## src/rtl/instr_loader.sv

```systemverilog
// instr_loader: boot-time loader that assembles a checksummed little-endian byte stream
// into instruction memory writes and holds the core in reset until the image is verified.
module instr_loader #(
    parameter int WIDTH      = 32,
    parameter int ADDR_WIDTH = 12
) (
    input  logic                  clk,
    input  logic                  rst,
    input  logic                  byte_valid,
    input  logic [7:0]            byte_data,
    output logic                  byte_ready,
    output logic                  imem_we,
    output logic [WIDTH-1:0]      imem_addr,
    output logic [WIDTH-1:0]      imem_wdata,
    output logic                  cpu_rst,
    output logic                  done,
    output logic                  err,
    output logic [ADDR_WIDTH:0]   words_loaded
);
    typedef enum logic [2:0] {LEN, DATA, CSUM, DONE, ERR} state_t;
    state_t                state;
    logic [1:0]            cnt;
    logic [31:0]           len;
    logic [7:0]            sum;
    logic [ADDR_WIDTH-1:0] word_idx;
    logic [23:0]           sh;
    logic                  acc;
    logic [7:0]            sum_n;
    logic [31:0]           len_n;
    logic [31:0]           word_n;
    logic [ADDR_WIDTH:0]   wl_n;
    assign acc    = byte_valid && byte_ready;
    assign sum_n  = sum + byte_data;
    assign len_n  = {byte_data, len[31:8]};
    assign word_n = {byte_data, sh};
    assign wl_n   = words_loaded + 1'b1;
    always_ff @(posedge clk) begin
        if (rst) begin
            state        <= LEN;
            cnt          <= '0;
            len          <= '0;
            sum          <= '0;
            word_idx     <= '0;
            sh           <= '0;
            byte_ready   <= 1'b0;
            imem_we      <= 1'b0;
            imem_addr    <= '0;
            imem_wdata   <= '0;
            cpu_rst      <= 1'b1;
            done         <= 1'b0;
            err          <= 1'b0;
            words_loaded <= '0;
        end else begin
            imem_we    <= 1'b0;
            // terminal transitions below override this to drop ready on the same edge
            byte_ready <= state inside {LEN, DATA, CSUM};
            if (acc) begin
                sum <= sum_n;
                cnt <= cnt + 2'd1;
                case (state)
                    LEN: begin
                        len <= len_n;
                        if (cnt == 2'd3) begin
                            if (len_n > (32'd1 << ADDR_WIDTH)) begin
                                state      <= ERR;
                                err        <= 1'b1;
                                byte_ready <= 1'b0;
                            end else begin
                                state <= (len_n == 32'd0) ? CSUM : DATA;
                            end
                        end
                    end
                    DATA: begin
                        sh <= word_n[31:8];
                        if (cnt == 2'd3) begin
                            imem_we      <= 1'b1;
                            imem_wdata   <= WIDTH'(word_n);
                            imem_addr    <= WIDTH'({word_idx, 2'b00});
                            word_idx     <= word_idx + 1'b1;
                            words_loaded <= wl_n;
                            if (wl_n == len[ADDR_WIDTH:0])
                                state <= CSUM;
                        end
                    end
                    CSUM: begin
                        byte_ready <= 1'b0;
                        if (sum_n == 8'd0) begin
                            state   <= DONE;
                            done    <= 1'b1;
                            cpu_rst <= 1'b0;
                        end else begin
                            state <= ERR;
                            err   <= 1'b1;
                        end
                    end
                    default: ;
                endcase
            end
        end
    end
endmodule

```

## config.mk

```make
export PLATFORM = sky130hd
export DESIGN_NAME = instr_loader
export DESIGN_NICKNAME = d
export VERILOG_FILES = /design/src/rtl/instr_loader.sv
export SDC_FILE = /design/constraint.sdc
export NUM_CORES = 1
export LEC_CHECK = 0
export CAP_MARGIN = 20
export CORE_ASPECT_RATIO = 1.25
export CORE_MARGIN = 5
export CORE_UTILIZATION = 49
export DETAILED_ROUTE_END_ITERATION = 16
export PLACE_DENSITY = 0.76
export SETUP_SLACK_MARGIN = 0.5
export SLEW_MARGIN = 40
export SYNTH_ARGS = -nofsm -noshare
export SYNTH_HDL_FRONTEND = slang
export SYNTH_SLANG_ARGS = --single-unit
```

## constraint.sdc

```tcl
create_clock -name clk -period 2.8 [get_ports clk]
set_clock_uncertainty 0.15 [all_clocks]
set_input_delay 0.56 -clock clk [delete_from_list [all_inputs] [get_ports clk]]
set_output_delay 0.56 -clock clk [all_outputs]
set_load 0.01 [all_outputs]
```

==> run metrics, run 1 <==
delay-heaviest family, CP=compound AO/OA/AOI/OAI gates; initial antenna violation count=0; Hold Buf Count CTS=0; Post-DP HPWL=10.49 mm; cell accounting for the most synthesized area=dfxtp_1; Reg clk slew, reported paths=~0.070 ns; Hold Path Class=flip-flop to flip-flop; IR drop worst, VDD=0.2861 mV; max incr delay on CP=0.39 ns; RSZ-0062 raised after global routing=true; Post-Synth Simple-Gate Area=about 25%; number of flops mapped to enable cells by yosys=0; pwr/cell area=between 500 and 600 mW/mm^2; Fin. Hold Viols=0; Die ar.=0.01523 mm^2; Synth Area in Adders=2.305%; gr busiest metal=met2; Fmax=0.3973 GHz; total number of vias=roughly 5600; DRT Pass-1 Iters=5; Worst Path Required=2.99 ns; routed vias/inst=5.256; Avg Inst Size Synth=7.901 um^2; FF+latch count, synth=143; # nets final=909; Slew Limit Fails=0; Slew HR=between 60% and 70%; share of cells above drive strength 1=12.78%; status=completed; CTS tree=built; critical path type=flip-flop to flip-flop; Critical path buffers and inverters=1; flop2flop setup slack=around 0.28 ns; Synth top area share=a little under half; Routed WL per cell=14.11 um; mux cell area share after synthesis=0%; reg2reg path depth=9; clk buf depth=2; Compound-Gate Fraction of Synth Area=15.99%; Starting Density=49.73%; largest family of logic cells by synthesized area=simple AND/OR/NAND/NOR gates; ANT cells=0; Fin Setup TNS=0 ns; Hold WS=0.3019 ns; met1 GRT Util=23.52%; Setup WS post-layout=0.2830 ns; H-tree depth=4; top_reg_cell synth=dfxtp_1; Worst-Skew Late Latency=0.42 ns; Place WS=-0.5607 ns; TritonCTS Sinks=143; sequential-to-total area share from yosys stat=45.46%; Die W=111.4 um; Total GRT Usage=19.86%; Slew @ Worst Pin=0.5291 ns; final worst-path cycle share=approximately nine tenths; # setup viols final=0; routability cong.=0.8844; CP Cell Sequence=ha_4, fa_2, a211oi_2, nor3_1, or3b_4, a2111oi_4, buf_4, nor2_1, a211oi_2; Post-synth ARST share=0%; final cell count without fillers=roughly 1100; hold_sp=imem_wdata[14]; Max FO, Critical Path=4; global-route wire length before repair=~25 mm; Critical Path AT=approximately 2.7 ns; synth top area cells=dfxtp_1 45%, nand2_1 14%, a21oi_1 9.5%; I/O Buffers=between 70 and 80; Overflow after GRT=0; clk root buf=clkbuf_16; Slowest cell on crit path=or3b_4; startpoint types=flip-flop; largest net degree at the start of global routing=72; Post-synth top cells=235 x nand2_1, 143 x dfxtp_1, 120 x a21oi_1; LEAKAGE=2.812 nW; Reg-to-Reg Start=sum[0]; total core area=0.01266 mm^2; Ports=just over 90; Post-Synth XOR/XNOR Area=5.007%; CP endpoint kind=flip-flop; minimum clock period=2.517 ns; aggregate routed wire length=15.07 mm; remaining antenna violation count=0; Hold EP=imem_wdata[14]; Total Power=4.506 mW; routing usage on met2=35.35%; area growth from synthesis to layout=27.22%; Remaining DRCs=0; most common cell in the synthesized netlist=nand2_1; Placed Instances=between 1000 and 1500; grt met3 use=4.423%; Post-Syn Area=0.006297 mm^2; Hold Crit Depth=2; Die Ht=around 140 um; crit-path most repeated cell=a211oi_2; reg2reg end=state[1]; distinct cell type count after synthesis=between 50 and 60; fill count=1101; number of global-route vias before repair=5166; synth warn=0; row cnt=46; TritonCTS buffer count=17; Max Cap Viol=0; DRT iter0 DRCs=about 380; Syn Inst Count=between 700 and 800
-- sequential cells by signal (all words and copies together), names as in the netlist --
register      cells
cnt               2
err               1
state             3
cpu_rst           1
words_loaded     13
word_idx         12
done              1
imem_we           1
imem_addr        12
sum               8
byte_ready        1
sh               24
len              32
imem_wdata       32
-- worst reg2reg max path, cell delays in order, from the launching register on --
cell and delay [ns]:
dfxtp_2 0.34, ha_4 0.16, fa_2 0.36, a211oi_2 0.24, nor3_1 0.08, or3b_4 0.39, a2111oi_4 0.36, buf_4 0.18
nor2_1 0.04, a211oi_2 0.13
-- per-layer routing --
| metal | vias to the layer above | routed length (um) |
|---|---|---|
| li1 | 2835 | - |
| met2 | 138 | 7706 |
| met5 | - | 0 |
| met3 | 25 | 857 |
| met4 | 0 | 296 |
| met1 | 2615 | 6211 |
-- area by class of cell --
| class | instances | area (um^2) | share of cell area, % |
|---|---|---|---|
| Inverter | 10 | 37.54 | 0.4685 |
| Timing Repair Buffer | 122 | 1122 | 14.01 |
| Multi-Input combinational cell | 593 | 3208 | 40.04 |
| Tap cell | 168 | 210.2 | 2.624 |
| Sequential cell | 143 | 2867 | 35.78 |
| Clock buffer | 17 | 425.4 | 5.310 |
| Clock inverter | 15 | 141.4 | 1.765 |
-- layout by cell type, fill, tap and decap left out, drive strengths merged, types with 5 or more instances in the layout --
| master | count |
|---|---|
| a31oi | 5 |
| buf | 53 |
| o21ai | 13 |
| xnor2 | 21 |
| a21oi | 120 |
| nand2 | 235 |
| xor2 | 15 |
| nor4 | 11 |
| ha | 10 |
| conb | 20 |
| inv | 21 |
| nor3 | 12 |
| clkdlybuf4s50 | 63 |
| clkbuf | 17 |
| nor2 | 38 |
| dfxtp | 143 |
| or3 | 7 |
| a211oi | 8 |
| and3 | 5 |
| nand3 | 9 |
| nand4 | 11 |
-- report_power, final --
| part | leakage [nW] | internal (mW) | switching (mW) |
|---|---|---|---|
| Clock | 0.275 | 1.18 | 0.962 |
| Combinational | 1.38 | 0.127 | 0.167 |
| Sequential | 1.16 | 2.05 | 0.0176 |
-- stage by stage --
step                      cell area (um^2)  util [%]
after floorplan                       6384         -
after global placement                7288     57.56
after detailed placement              7288     57.56
after CTS                             7938     62.69
after global routing                  8011     63.27
final                                 8011     63.27
-- worst max-delay path by stage --
stage          endpoint         start  cells after the start
6_report       state[1]        sum[0]                      9
5_1_grt        state[1]        sum[0]                      9
4_1_cts        state[1]        sum[0]                      9
3_5_place_dp   state[1]  byte_data[0]                     10
3_3_place_gp   state[1]  byte_data[1]                      9
2_1_floorplan       err  byte_data[0]                      8
-- kinds of logic after synthesis --
kind of cell	count (synthesis)
other	1
AO/OA/AOI/OAI	171
adder cells (fa/ha/maj)	11
XOR/XNOR	36
flip-flops	143
AND/OR/NAND/NOR	355
buffers and inverters	80
-- timing repair --
action                     in CTS  in global routing
pin swaps                       8                  2
cloned                          0                  0
setup endpoints to repair      11                 18
gates resized for setup        26                  7
setup buffers                   1                  8
No activity file was read; power rests on OpenSTA's default activity.
==> run 2, diff against run 1 <==
--- a/config.mk
+++ b/config.mk
@@ -10,6 +10,7 @@
 export CORE_MARGIN = 5
 export CORE_UTILIZATION = 49
 export DETAILED_ROUTE_END_ITERATION = 16
+export GPL_ROUTABILITY_DRIVEN = 0
 export PLACE_DENSITY = 0.76
 export SETUP_SLACK_MARGIN = 0.5
 export SLEW_MARGIN = 40
==> run 2 against run 1 <==
  * Utilization increased by 1.2 points
  * Worst setup slack got worse by 0.028 ns
  * Sequential power about the same
  * Cell count increased by 0.75%
  * Critical path depth unchanged
  * Critical endpoint unchanged
  * Non-clock buffer count increased by 8
==> run metrics, run 2 (same netlist as run 1, synthesis figures left out) <==
area growth from synthesis to layout=29.70%; status=completed; Die W=111.4 um; Critical Path AT=approximately 2.7 ns; pwr/cell area=roughly 570 mW/mm^2; Slew @ Worst Pin=0.5829 ns; max layer used=met4; CTS tree=built; Regs by FF count=imem_wdata: 32 flops, len: 32 flops, sh: 24 flops; Ports=between 90 and 100; Total GRT Usage=19.97%; Internal Power=roughly 3.6 mW; Max Cap Viol=0; RSZ-0062 raised after global routing=true; Die ar.=0.01523 mm^2; Sw Pwr=1.081 mW; largest net degree at the start of global routing=55; global-route wire length before repair=25.08 mm; ANT cells=0; # setup viols final=0; register share of total power=~44%; Reg-to-Reg Start=sum[0]; Clk pwr share=49.3%; Overflow after GRT=0; critical path type=flip-flop to flip-flop; minimum clock period=2.545 ns; Reg clk slew, reported paths=0.06 ns; reg2reg path depth=9; Total Power=4.684 mW; total core area=0.01266 mm^2; LEAKAGE=2.867 nW; Post-DP HPWL=roughly 11 mm; H-tree depth=4; Hold Buf Count CTS=0; Worst-Skew Late Latency=0.41 ns; total number of vias=roughly 5700; final cell count without fillers=1076; number of global-route vias before repair=approximately 5300; routed vias/inst=5.315; Fin Setup TNS=0 ns; leading cell type in the layout, fill and taps excluded=nand2_1; placed standard-cell area=0.007326 mm^2; fill count=1079; initial antenna violation count=0; crit path from=sum[0]; DRT Pass-1 Iters=7; Design Area, Final=0.008168 mm^2; Hold WS=0.3035 ns; remaining antenna violation count=0; TritonCTS buffer count=17; most frequent cells in the layout=234 x nand2_1, 139 x dfxtp_1, 117 x a21oi_1; Critical Path End=state[1]; clk buf depth=2; Max FO, Critical Path=4; Routed WL per cell=14.29 um; met3 WL=about 910 um; row cnt=46; power share of the combinational group=around 6.5%; IR drop worst, VDD=~0.31 mV; Slew Limit Fails=0; startpoint types=flip-flop; Layout Utilization=about 65%; clk root buf=clkbuf_16; share of cells above drive strength 1=13.99%; I/O Buffers=72; DRT iter0 DRCs=399; Slew HR=61.14%; DR WL met2=7.726 mm; # nets final=917; reg2reg end=state[1]; Fmax=0.3929 GHz; Sw Ratio=23.07%; Fin. Hold Viols=0; Placed Instances=around 1000; Hold Path Class=flip-flop to flip-flop; Worst Path Required=2.99 ns; Die Ht=136.7 um; TritonCTS Sinks=143; final worst-path cycle share=90.90%; Place WS=-0.5440 ns; aggregate routed wire length=between 15 and 20 mm; flop2flop setup slack=0.25 ns; Setup WS post-layout=0.2548 ns; CP endpoint kind=flip-flop; Remaining DRCs=0; M1 WL=between 6 and 7 mm; Starting Density=49.73%
==> run 2: cell count changes in the layout (fill, tap and decap cells not counted), moves of 2 or more <==
cell	change
a21oi_1	-2
a21oi_2	+2
buf_4	+7
bufinv_16	+3
clkinvlp_4	+3
inv_6	-3
inv_8	-4
==> run 2: power groups by stage <==
stage          clock network (mW)  logic, mW  registers [mW]
6_report                     2.31      0.305            2.07
5_1_grt                      2.45      0.333            2.07
4_1_cts                      2.34      0.297            2.07
3_5_place_dp                    0      0.276            2.11
3_3_place_gp                    0      0.272            2.11
2_1_floorplan                   0      0.193            2.11
==> run 2: critical path: stages (launching register included) <==
cell and delay [ns]:
dfxtp_2 0.34, ha_4 0.16, fa_2 0.37, a211oi_2 0.26, nor3_2 0.08, or3b_4 0.40, a2111oi_4 0.35, buf_4 0.18
nor2_1 0.05, a211oi_2 0.13
==> run 2: area by class of cell <==
class	instances	area [um^2]	share of cell area, %
multi-input cells	593	3241	39.68
repair buffers	130	1200	14.69
inverters	10	37.54	0.4596
clock buffers	18	429.2	5.254
well taps	168	210.2	2.574
clock inverters	14	182.7	2.237
flip-flops and latches	143	2868	35.11
==> run 2: repair_timing <==
action                                  4_1_cts  5_1_grt
setup buffers                                 4        7
endpoints found under the setup margin       12       14
gates resized for setup                      30       10
pin swaps                                    10        2
cloned                                        0        1
==> run 2: how the worst min path moves through the flow <==
stage                 startpoint             to  slack (ns)  cells after the start
global route               sh[2]          sh[2]        0.32                      2
global placement           sh[3]  imem_wdata[3]        0.29                      2
finish              imem_addr[2]   imem_addr[2]        0.30                      2
floorplan                  sh[0]  imem_wdata[0]        0.28                      2
detailed placement         sh[2]          sh[2]        0.30                      2
CTS                        sh[2]          sh[2]        0.30                      2
==> run 2: routing by layer <==
metal	global-route usage, %	vias to the layer above
met5	0	-
met4	9.195	0
met3	4.600	33
met2	34.47	189
met1	23.70	2650
li1	-	2847
==> run 3, diff against run 2 <==
--- a/config.mk
+++ b/config.mk
@@ -8,10 +8,11 @@
 export CAP_MARGIN = 20
 export CORE_ASPECT_RATIO = 1.25
 export CORE_MARGIN = 5
-export CORE_UTILIZATION = 49
+export CORE_UTILIZATION = 57
 export DETAILED_ROUTE_END_ITERATION = 16
+export DONT_BUFFER_PORTS = 1
 export GPL_ROUTABILITY_DRIVEN = 0
-export PLACE_DENSITY = 0.76
+export PLACE_DENSITY = 0.75
 export SETUP_SLACK_MARGIN = 0.5
 export SLEW_MARGIN = 40
 export SYNTH_ARGS = -nofsm -noshare
==> run 3 against run 2 <==
  * Utilization shrank 0.73 points
  * Cell count fell by 13%
  * Critical path type unchanged
  * Sequential power barely moved
==> run metrics, run 3 (same netlist as run 1, synthesis figures left out) <==
most frequent cells in the layout=234 x nand2_1, 138 x dfxtp_1, 120 x a21oi_1; # setup viols final=0; largest net degree at the start of global routing=145; M1 WL=a little under 6 mm; Reg clk slew, reported paths=0.06 ns; Die ar.=0.01326 mm^2; RSZ-0062 raised after global routing=true; IR drop worst, VDD=0.4263 mV; DRT Pass-1 Iters=6; TritonCTS buffer count=17; Fmax=0.3958 GHz; Critical Path AT=2.67 ns; status=completed; Total Power=4.500 mW; number of global-route vias before repair=between 5000 and 6000; Slew Limit Fails=0; Routed WL per cell=15.85 um; area growth from synthesis to layout=11.15%; Regs by FF count=imem_wdata: 32 flops, len: 32 flops, sh: 24 flops; minimum clock period=between 2 and 3 ns; Layout Utilization=63.77%; Die Ht=127.5 um; startpoint types=flip-flop; Placed Instances=about 900; DRT iter0 DRCs=346; max layer used=met4; # nets final=between 800 and 900; pwr/cell area=642.9 mW/mm^2; Ports=93; Hold Path Class=input port to flip-flop; Overflow after GRT=0; LEAKAGE=~2.4 nW; total core area=between 0.01 and 0.015 mm^2; share of cells above drive strength 1=roughly a tenth; row cnt=43; aggregate routed wire length=14.76 mm; DR WL met2=7.418 mm; Worst Path Required=~3 ns; CTS tree=built; Fin. Hold Viols=0; Post-DP HPWL=9.898 mm; total number of vias=5352; leading cell type in the layout, fill and taps excluded=nand2_1; Max FO, Critical Path=5; global-route wire length before repair=24.33 mm; ANT cells=0; Hold Buf Count CTS=0; Total GRT Usage=22.21%; Die W=104.0 um; met3 WL=1.126 mm; remaining antenna violation count=0; CP endpoint kind=flip-flop; routed vias/inst=5.749; clk buf depth=2; clk root buf=clkbuf_16; Max Cap Viol=0; H-tree depth=4; final worst-path cycle share=90.23%; Remaining DRCs=0; initial antenna violation count=0; TritonCTS Sinks=143; Starting Density=57.38%; critical path type=flip-flop to flip-flop; final cell count without fillers=931; Worst-Skew Late Latency=0.41 ns; I/O Buffers=0
==> run 3: area by class of cell <==
type / count / area (um^2)
clock inverter: 11 / 133.9
clock buffer: 20 / 456.7
timing repair buffer: 19 / 158.9
tap: 135 / 168.9
fill: 957 / 3976
multi-input combinational: 593 / 3174
inverter: 10 / 37.54
sequential: 143 / 2869
==> run 3: critical path, cell delays in order (launching register included) <==
cell	delay, ns
dfxtp_2	0.33
ha_4	0.16
fa_2	0.37
a211oi_2	0.26
nor3_2	0.07
or3b_4	0.39
a2111oi_4	0.41
nand3b_1	0.19
a21oi_1	0.07
==> run 3: worst paths after layout <==
check               from  depth (start not counted)  slack, ns             to
setup / recovery  sum[0]                          8       0.27       state[2]
hold / removal       rst                          1       0.06         sum[4]
setup reg to reg  sum[0]                          8       0.27       state[2]
hold reg to reg    sh[0]                          2       0.30  imem_wdata[0]
==> run 3: repair_timing <==
action,CTS,global route
resized for setup,7,9
pin swaps,7,0
setup buffers,4,1
endpoints found under the setup margin,7,6
==> run 3: routing by layer <==
| metal | up-vias | global-route usage [%] |
|---|---|---|
| met2 | 188 | 36.60 |
| met1 | 2510 | 26.46 |
| met4 | 0 | 9.070 |
| met5 | - | 0 |
| met3 | 30 | 7.832 |
| li1 | 2624 | - |
==> run 3: power by group <==
group / total [mW] / switching [mW] / internal [mW]
Combinational: 0.208 / 0.121 / 0.0864
Clock: 2.22 / 0.860 / 1.36
Sequential: 2.07 / 0.0158 / 2.05
Total: 4.50 / 0.997 / 3.50
==> run 3: per-stage QoR <==
stage	setup WS, ns	hold WS (ns)	setup TNS (ns)	cell area [um^2]
after floorplan	0.1705	0.2821	0	6384
after global placement	0.04857	0.2862	0	6314
after detailed placement	-0.05677	0.2907	-0.1717	6314
after CTS	0.2969	0.05741	0	6962
after global routing	0.2144	0.04594	0	6999
final	0.2735	0.06134	0	6999
